`config.mk`:
```
export PLATFORM = sky130hd
export DESIGN_NAME = basic_gates
export DESIGN_NICKNAME = d
export VERILOG_FILES = /design/src/rtl/basic_gates_pkg.sv /design/src/rtl/basic_gates_comb.sv /design/src/rtl/basic_gates.sv
export SDC_FILE = /design/constraint.sdc
export NUM_CORES = 1
export LEC_CHECK = 0
export ABC_AREA = 1
export BUFFER_PORTS_ARGS = -buffer_cell sky130_fd_sc_hd__buf_2
export CAP_MARGIN = 30
export CORE_AREA = 10 10 47 49
export DETAILED_ROUTE_END_ITERATION = 12
export DIE_AREA = 0 0 57 59
export GPL_TIMING_DRIVEN = 0
export PLACE_DENSITY = 0.35
export SLEW_MARGIN = 10
export SYNTH_ARGS = -nofsm -noshare
export SYNTH_HDL_FRONTEND = slang
export SYNTH_SLANG_ARGS = --single-unit
```
`constraint.sdc`:
```
create_clock -name clk -period 0.8 [get_ports clk]
set_input_delay 0.08 -clock clk [delete_from_list [all_inputs] [get_ports clk]]
set_output_delay 0.08 -clock clk [all_outputs]
set_load 0.005 [all_outputs]
```
`src/rtl/basic_gates_pkg.sv`:
```
// Shared definitions for the basic_gates bank: output count and the fixed gate order
// used to index the result vector.
package basic_gates_pkg;

    localparam int GATE_N = 7;

    typedef enum logic [2:0] {
        G_AND  = 3'd0,
        G_OR   = 3'd1,
        G_NOT  = 3'd2,
        G_NAND = 3'd3,
        G_NOR  = 3'd4,
        G_XOR  = 3'd5,
        G_XNOR = 3'd6
    } gate_e;

endpackage

```
`src/rtl/basic_gates_comb.sv`:
```
// Purely combinational gate bank: seven bitwise functions of i_a and i_b, indexed by gate_e.
module basic_gates_comb
    import basic_gates_pkg::*;
#(
    parameter int WIDTH = 1
) (
    input  logic [WIDTH-1:0]             i_a,
    input  logic [WIDTH-1:0]             i_b,
    output logic [GATE_N-1:0][WIDTH-1:0] o_y
);

    always_comb begin
        o_y         = '0;
        o_y[G_AND]  = i_a & i_b;
        o_y[G_OR]   = i_a | i_b;
        o_y[G_NOT]  = ~i_a;
        o_y[G_NAND] = ~(i_a & i_b);
        o_y[G_NOR]  = ~(i_a | i_b);
        o_y[G_XOR]  = i_a ^ i_b;
        o_y[G_XNOR] = ~(i_a ^ i_b);
    end

endmodule

```
`src/rtl/basic_gates.sv`:
```
// Bitwise two-input gate bank with an optional output register stage selected by REG_OUT.
module basic_gates
    import basic_gates_pkg::*;
#(
    parameter int WIDTH   = 1,
    parameter int REG_OUT = 1
) (
    input  logic             clk,
    input  logic             rst_n,
    input  logic [WIDTH-1:0] a,
    input  logic [WIDTH-1:0] b,
    output logic [WIDTH-1:0] y0,
    output logic [WIDTH-1:0] y1,
    output logic [WIDTH-1:0] y2,
    output logic [WIDTH-1:0] y3,
    output logic [WIDTH-1:0] y4,
    output logic [WIDTH-1:0] y5,
    output logic [WIDTH-1:0] y6
);

    logic [GATE_N-1:0][WIDTH-1:0] w_gate;
    logic [GATE_N-1:0][WIDTH-1:0] w_out;

    basic_gates_comb #(
        .WIDTH (WIDTH)
    ) u_comb (
        .i_a (a),
        .i_b (b),
        .o_y (w_gate)
    );

    generate
        if (REG_OUT != 0) begin : g_reg
            logic [GATE_N-1:0][WIDTH-1:0] r_y;

            // Reset clears every output to zero, including the inverting gates.
            always_ff @(posedge clk or negedge rst_n) begin
                if (!rst_n) begin
                    r_y <= '0;
                end else begin
                    r_y <= w_gate;
                end
            end

            assign w_out = r_y;
        end else begin : g_comb
            logic w_unused_ctl;
            assign w_unused_ctl = clk & rst_n;
            assign w_out        = w_gate;
        end
    endgenerate

    assign y0 = w_out[G_AND];
    assign y1 = w_out[G_OR];
    assign y2 = w_out[G_NOT];
    assign y3 = w_out[G_NAND];
    assign y4 = w_out[G_NOR];
    assign y5 = w_out[G_XOR];
    assign y6 = w_out[G_XNOR];

endmodule

```
==> impl_metrics.yaml, run 1 <==
outcome:
  status: "finished clean"
synthesis:
  yosysTopAreaCell: "dfrtp_1"
  avgSynthCellArea_um2: 15.2
  ys_top_cells_by_area: "dfrtp_1, ha_1, inv_1"
  syn-instance-count: 16
  syn_area_um2: 244
  synthTopCellsByCount: "dfrtp_1, inv_1, ha_1"
  ys_seq_elements: 7
  yosysMostFrequentCell: "dfrtp_1"
  synth-async-reset-ratio: 1.00
  ys.flop_type: "dfrtp_1"
  yosysWarningCount: 0
  synth-seq-area-share: 0.718
  synth_top_area_frac: 0.718
  synth_edf_count: 0
  syn_nets: 24
  synth.distinct_cells: 3
final_layout:
  regArea_um2: 175
  layout.nets: 40
  synthToLayoutAreaGrowth_pct: 43.6
  postLayoutCoreUtil: 0.250
  fillerInstances: 164
  multiInputGateArea_um2: 50.0
  drive_gt1_frac: 0.419
  antenna_cells: 0
  final_cell_area_um2: 350
routing:
  m1WireLength_um: 153
  dr_wl_met2_um: 189
  wl_met3_um: 53
  dr.first_iter.drc_count: 3
  finalWirelength_um: 421
  drc: 0
  ant_nets: 0
  highest_layer: "met4"
  via_count: 154
  wl_per_cell_um: 8.96
  via_per_inst: 3.28
  first_pass_iters: 2
clocking:
  clock_path_buffers: 2
  clk_pin_slew_ps: 50
  post-cts-setup-buffers: 0
  clock_sinks: 7
  numCtsBuffers: 3
  htree_levels: 1
  cts_tree: "yes"
  cts-root-buf: "clkbuf_4"
critical_path:
  crit_buf_inv: 1
  crit_path_end_kind: "output port"
  crit_path_start_kind: "flop"
  path_class: "flop to output port"
  critical-path-slowest-cell: "dfrtp_1"
  cpPeakStageDelay_ps: 350
  crit_family: "flip-flops"
  cp.arrival_ps: 720
  crit_path_cell_trace: "buf_2"
  worst_ep_required_time_ps: 720
  critPathMaxFanout: 1
job:
  drv_cap: 0
sta:
  max_clock_freq_mhz: 1250
  finalSetupViolCount: 0
  rsz0062_at_grt: "yes"
  finalWorstSetupSlack_ps: 1.46
  tightest_slew_ps: 151
  slew_violations: 0
  fin_crit_ps: 799
  fin_crit_sh: 0.998
  holdWs_ps: 53.7
  hold_viol_final: 0
  max-slew-margin-rel: 0.899
place:
  place_ws_ps: 90.9
  placed_cell_area_um2: 314
  port_buffers: 10
  gp_congestion: 0.621
  hpwl_um: 361
grt:
  grt_overflow: 0
  grt_max_degree: 8
  grt_pass1_vias: 171
  antenna_found_initial: 0
  grt_pass1_wl_um: 669
  grtUsageTotal: 0.0313
floorplanning:
  core_area_um2: 1400
  initial_utilization: 0.174
  die_y_um: 59
  die_area_um2: 3360
  rows: 14
  io_pins: 11
  dieWidth_um: 57
min_path:
  hold_path_class: "input port to flop"
pwr:
  ir_drop_v: 0.000383
  power_uw: 749
  powerDensity_nw_per_um2: 2140
  leakage_uw: 0.000193
[power breakdown]
| part | internal (uW) | switching, uW | total, uW |
|---|---|---|---|
| clock network | 189 | 113 | 303 |
| registers | 378 | 4.40 | 382 |
| logic | 30.3 | 33.5 | 63.9 |
| total | 597 | 151 | 749 |
[flip-flops by register name, summed over array words and instances, names as in the netlist]
| name | cells |
|---|---|
| y2 | 1 |
| y4 | 1 |
| y6 | 1 |
| y1 | 1 |
| y3 | 1 |
| y5 | 1 |
| y0 | 1 |
[layer usage]
| metal | global-route usage | vias up |
|---|---|---|
| met5 | 0 | - |
| met4 | 0.0705 | 0 |
| met3 | 0.0215 | 2 |
| met2 | 0.0388 | 9 |
| met1 | 0.0192 | 70 |
| li1 | - | 73 |
[per-stage QoR]
| stage | TNS (ps) | cells |
|---|---|---|
| after floorplan | 0 | 16 |
| after global placement | 0 | 42 |
| after detailed placement | 0 | 42 |
| after CTS | -73.4 | 47 |
| after global routing | -231 | 47 |
| final | 0 | 47 |
[cell type report]
type / instances / share of cell area
multi-input cells: 4 / 0.143
repair buffers: 11 / 0.171
flip-flops and latches: 7 / 0.500
clock buffers: 4 / 0.0750
inverters: 5 / 0.0536
well taps: 16 / 0.0571
[path summary, 6_finish.rpt]
kind | start | to | depth (start not counted)
max | y4 | y4 | 1
min | a | y2 | 2
max in group asynchronous | rst_n | y5 | 2
min in group asynchronous | rst_n | y0 | 2
[kinds of logic after synthesis]
family	synth area share
buf+inv	0.0769
flops	0.718
fa+ha+maj	0.205
[placed cells by master, fill, tap and decap left out, drive strengths merged]
cell,instances
inv,5
clkbuf,4
dlygate4sd3,1
ha,4
dfrtp,7
buf,10
[what timing repair did]
action / in CTS / in global routing
hold endpoints to repair: 7 / 0
setup endpoints to repair: 7 / 7
cloned: 0 / 0
hold buffers: 1 / 0
resized for setup: 0 / 0
Note: power is estimated with default switching activity, not from simulation.
==> inputs of run 2 (changes only) <==
--- a/config.mk
+++ b/config.mk
@@ -12,7 +12,7 @@
 export DETAILED_ROUTE_END_ITERATION = 12
 export DIE_AREA = 0 0 57 59
 export GPL_TIMING_DRIVEN = 0
-export PLACE_DENSITY = 0.35
+export PLACE_DENSITY_LB_ADDON = 0.3
 export SLEW_MARGIN = 10
 export SYNTH_ARGS = -nofsm -noshare
 export SYNTH_HDL_FRONTEND = slang
==> impl_metrics.yaml, run 2 (synthesized netlist as in run 1, its figures left out) <==
outcome:
  status: "finished with violations"
  violations: "setup timing"
clocking:
  cts_tree: "yes"
  clk_pin_slew_ps: 50
  post-cts-setup-buffers: 0
  clock_sinks: 7
  cts-root-buf: "clkbuf_4"
  cts_resized: 0
  clock_path_buffers: 2
  numCtsBuffers: 3
  htree_levels: 1
min_path:
  hold_path_end: "y2"
  worstHoldPathCells: 2
  hold_path_class: "input port to flop"
  holdCritStartpoint: "a"
pwr:
  leakage_uw: 0.000193
  powerDensity_nw_per_um2: 2140
  power_uw: 751
  ir_drop_v: 0.000367
sta:
  setup_tns_ps: -4.24
  rsz0062_at_grt: "yes"
  max_clock_freq_mhz: 1240
  tightest_slew_ps: 147
  finalWorstSetupSlack_ps: -4.24
  max-slew-margin-rel: 0.902
  fin_crit_sh: 1.01
  finalSetupViolCount: 1
  fin_crit_ps: 804
  slew_violations: 0
  hold_viol_final: 0
place:
  gp_congestion: 0.665
  port_buffers: 10
  hpwl_um: 389
  dpl.cell_count: 42
grt:
  grt_overflow: 0
  grt_max_degree: 8
  antenna_found_initial: 0
  grtUsageTotal: 0.0326
  grt_pass1_wl_um: 724
  grt_pass1_vias: 172
routing:
  drc: 0
  ant_nets: 0
  dr.first_iter.drc_count: 0
  wl_per_cell_um: 9.77
  m1WireLength_um: 189
  first_pass_iters: 1
  dr_wl_met2_um: 132
  finalWirelength_um: 459
  highest_layer: "met4"
  via_count: 156
  via_per_inst: 3.32
  wl_met3_um: 120
final_layout:
  layout_common_cells: "buf_2, dfrtp_1, inv_1"
  antenna_cells: 0
  fillerInstances: 160
  multiInputGateArea_um2: 50.0
  layout.nets: 40
  regArea_um2: 175
  synthToLayoutAreaGrowth_pct: 43.6
  final_common_cell: "buf_2"
  instances_no_fill: 47
  drive_gt1_frac: 0.419
critical_path:
  path_class: "flop to output port"
  crit_path_start_kind: "flop"
  critical-path-slowest-cell: "dfrtp_1"
  critPathMaxFanout: 1
  cp.arrival_ps: 720
  crit_path_end_kind: "output port"
  worst_ep_required_time_ps: 720
  crit_buf_inv: 1
  crit_path_cell_trace: "buf_2"
  cpPeakStageDelay_ps: 360
  crit_family: "flip-flops"
floorplanning:
  dieWidth_um: 57
  initial_utilization: 0.174
  die_y_um: 59
  rows: 14
  die_area_um2: 3360
  io_pins: 11
  core_area_um2: 1400
job:
  drv_cap: 0
## run 2: cell counts in the layout (fill, tap and decap cells not counted)
Identical to the previous run, type by type.
## run 2: how the worst max path moves through the flow
stage	from	end	cells past startpoint
final	y0	y0	1
after global routing	y3	y3	1
after CTS	y0	y0	1
after detailed placement	a	y6	4
after global placement	a	y6	4
after floorplan	a	y6	3
## run 2: final cells by class
cell class,instances,area share
Sequential cell,7,0.500
Timing Repair Buffer,11,0.171
Tap cell,16,0.0571
Clock buffer,4,0.0750
Inverter,5,0.0536
Multi-Input combinational cell,4,0.143
## run 2: metrics by stage
step / cell area, um2 / worst slack, ps / util / hold slack, ps
CTS: 350 / -20.3 / 0.250 / 46.4
global route: 350 / -38.1 / 0.250 / 76.1
global placement: 314 / 96.7 / 0.224 / -89.5
detailed placement: 314 / 92.1 / 0.224 / -86.9
floorplan: 244 / 257 / - / -216
finish: 350 / -4.24 / 0.250 / 57.1
## run 2: metal layers
metal | global-route usage | vias up
li1 | - | 73
met1 | 0.0278 | 68
met2 | 0.0279 | 13
met3 | 0.0408 | 2
met4 | 0.0503 | 0
met5 | 0 | -
## run 2: what timing repair did
action	4_1_cts	5_1_grt
hold endpoints to repair	7	0
endpoints found under the setup margin	7	7
hold buffers	1	0
pin swaps	0	0
## run 2: where the power goes
| group | internal, uW | switching [uW] | leakage [uW] |
|---|---|---|---|
| sequential | 378 | 4.25 | 0.0000813 |
| combinational | 30.8 | 35.3 | 0.0000963 |
| clock | 189 | 114 | 0.0000150 |
==> inputs of run 3 (changes only) <==
--- a/config.mk
+++ b/config.mk
@@ -13,6 +13,7 @@
 export DIE_AREA = 0 0 57 59
 export GPL_TIMING_DRIVEN = 0
 export PLACE_DENSITY_LB_ADDON = 0.3
+export RECOVER_POWER = 25
 export SLEW_MARGIN = 10
 export SYNTH_ARGS = -nofsm -noshare
 export SYNTH_HDL_FRONTEND = slang
==> impl_metrics.yaml, run 3 (synthesized netlist as in run 1, its figures left out) <==
pwr:
  power_uw: 750
  power_switching_share: 0.204
  leakage_uw: 0.000190
  p_comb_frac: 0.087
  power.share.clock: 0.404
  power_switching_uw: 153
  p_int_uw: 597
  powerDensity_nw_per_um2: 2150
  power_frac_seq: 0.509
  ir_drop_v: 0.000367
critical_path:
  cpPeakStageDelay_ps: 360
  path_class: "flop to output port"
  cp.arrival_ps: 720
  crit_path_end_kind: "output port"
  crit_family: "flip-flops"
  crit_path_start_kind: "flop"
  crit_buf_inv: 1
  worst_ep_required_time_ps: 720
  critPathMaxFanout: 1
  critical-path-slowest-cell: "dfrtp_1"
  crit_path_cell_trace: "buf_2"
job:
  drv_cap: 0
clocking:
  numCtsBuffers: 3
  cts_resized: 0
  htree_levels: 1
  cts_tree: "yes"
  clock_path_buffers: 2
  clock_sinks: 7
  cts-root-buf: "clkbuf_4"
  clk_pin_slew_ps: 50
final_layout:
  final_cell_area_um2: 349
  final_common_cell: "buf_2"
  fillerInstances: 161
  antenna_cells: 0
  layout.nets: 40
  layout_common_cells: "buf_2, dfrtp_1, inv_1"
  synthToLayoutAreaGrowth_pct: 43.1
  drive_gt1_frac: 0.387
min_path:
  holdCritStartpoint: "a"
  hold_path_class: "input port to flop"
  hold_path_end: "y2"
  worstHoldPathCells: 2
sta:
  tightest_slew_ps: 147
  finalSetupViolCount: 1
  finalWorstSetupSlack_ps: -4.24
  fin_crit_ps: 804
  max-slew-margin-rel: 0.902
  fin_crit_sh: 1.01
  slew_violations: 0
  rsz0062_at_grt: "yes"
  hold_viol_final: 0
  max_clock_freq_mhz: 1240
place:
  port_buffers: 10
  hpwl_um: 389
  place_ws_ps: 92.1
  gp_congestion: 0.665
  placed_cell_area_um2: 314
grt:
  grt_pass1_vias: 172
  grt_overflow: 0
  grt_max_degree: 8
  antenna_found_initial: 0
  grtUsageTotal: 0.0326
  grt_pass1_wl_um: 724
floorplanning:
  io_pins: 11
  die_y_um: 59
  rows: 14
  initial_utilization: 0.174
  core_area_um2: 1400
  dieWidth_um: 57
  die_area_um2: 3360
routing:
  via_count: 156
  wl_per_cell_um: 9.81
  ant_nets: 0
  finalWirelength_um: 461
  first_pass_iters: 1
  drc: 0
  via_per_inst: 3.32
  dr.first_iter.drc_count: 0
outcome:
  violations: "setup timing"
  status: "finished with violations"
==> run 3: how the worst max path moves through the flow <==
stage,from,endpoint,cells past startpoint
6_report,y0,y0,1
5_1_grt,y3,y3,1
4_1_cts,y0,y0,1
3_5_place_dp,a,y6,4
3_3_place_gp,a,y6,4
2_1_floorplan,a,y6,3
==> run 3: metrics by stage <==
step                instances   util  TNS (ps)  hold WS, ps
global route               47  0.249      -186          117
CTS                        47  0.250     -69.3         46.4
finish                     47  0.249     -4.24         91.5
global placement           42  0.224         0        -89.5
floorplan                  16      -         0         -216
detailed placement         42  0.224         0        -86.9
==> run 3: metal layers <==
metal	track usage	vias up	part of all wire
li1	-	73	-
met1	0.0278	68	0.41
met2	0.0279	13	0.29
met3	0.0408	2	0.26
met4	0.0503	0	0.037
met5	0	-	0
==> run 3: final cells by class <==
type / instances / area [um2] / share of cell area
Timing Repair Buffer: 11 / 58.8 / 0.168
Clock buffer: 4 / 26.3 / 0.0753
Tap cell: 16 / 20.0 / 0.0573
Multi-Input combinational cell: 4 / 50.0 / 0.143
Inverter: 5 / 18.8 / 0.0538
Sequential cell: 7 / 175 / 0.502
==> run 3: power groups by stage <==
stage / sequential (uW) / clock, uW / combinational [uW]
after floorplan: 393 / 0 / 14.0
after CTS: 382 / 320 / 68.4
after global routing: 384 / 332 / 76.1
final: 382 / 303 / 65.5
after global placement: 388 / 0 / 63.7
after detailed placement: 388 / 0 / 64.7
==> run 3: what timing repair did <==
action	in CTS	in global routing
pin swaps	0	0
buffers inserted	0	0
hold endpoints to repair	7	0
cloned	0	0
hold buffers	1	0
setup endpoints to repair	7	7
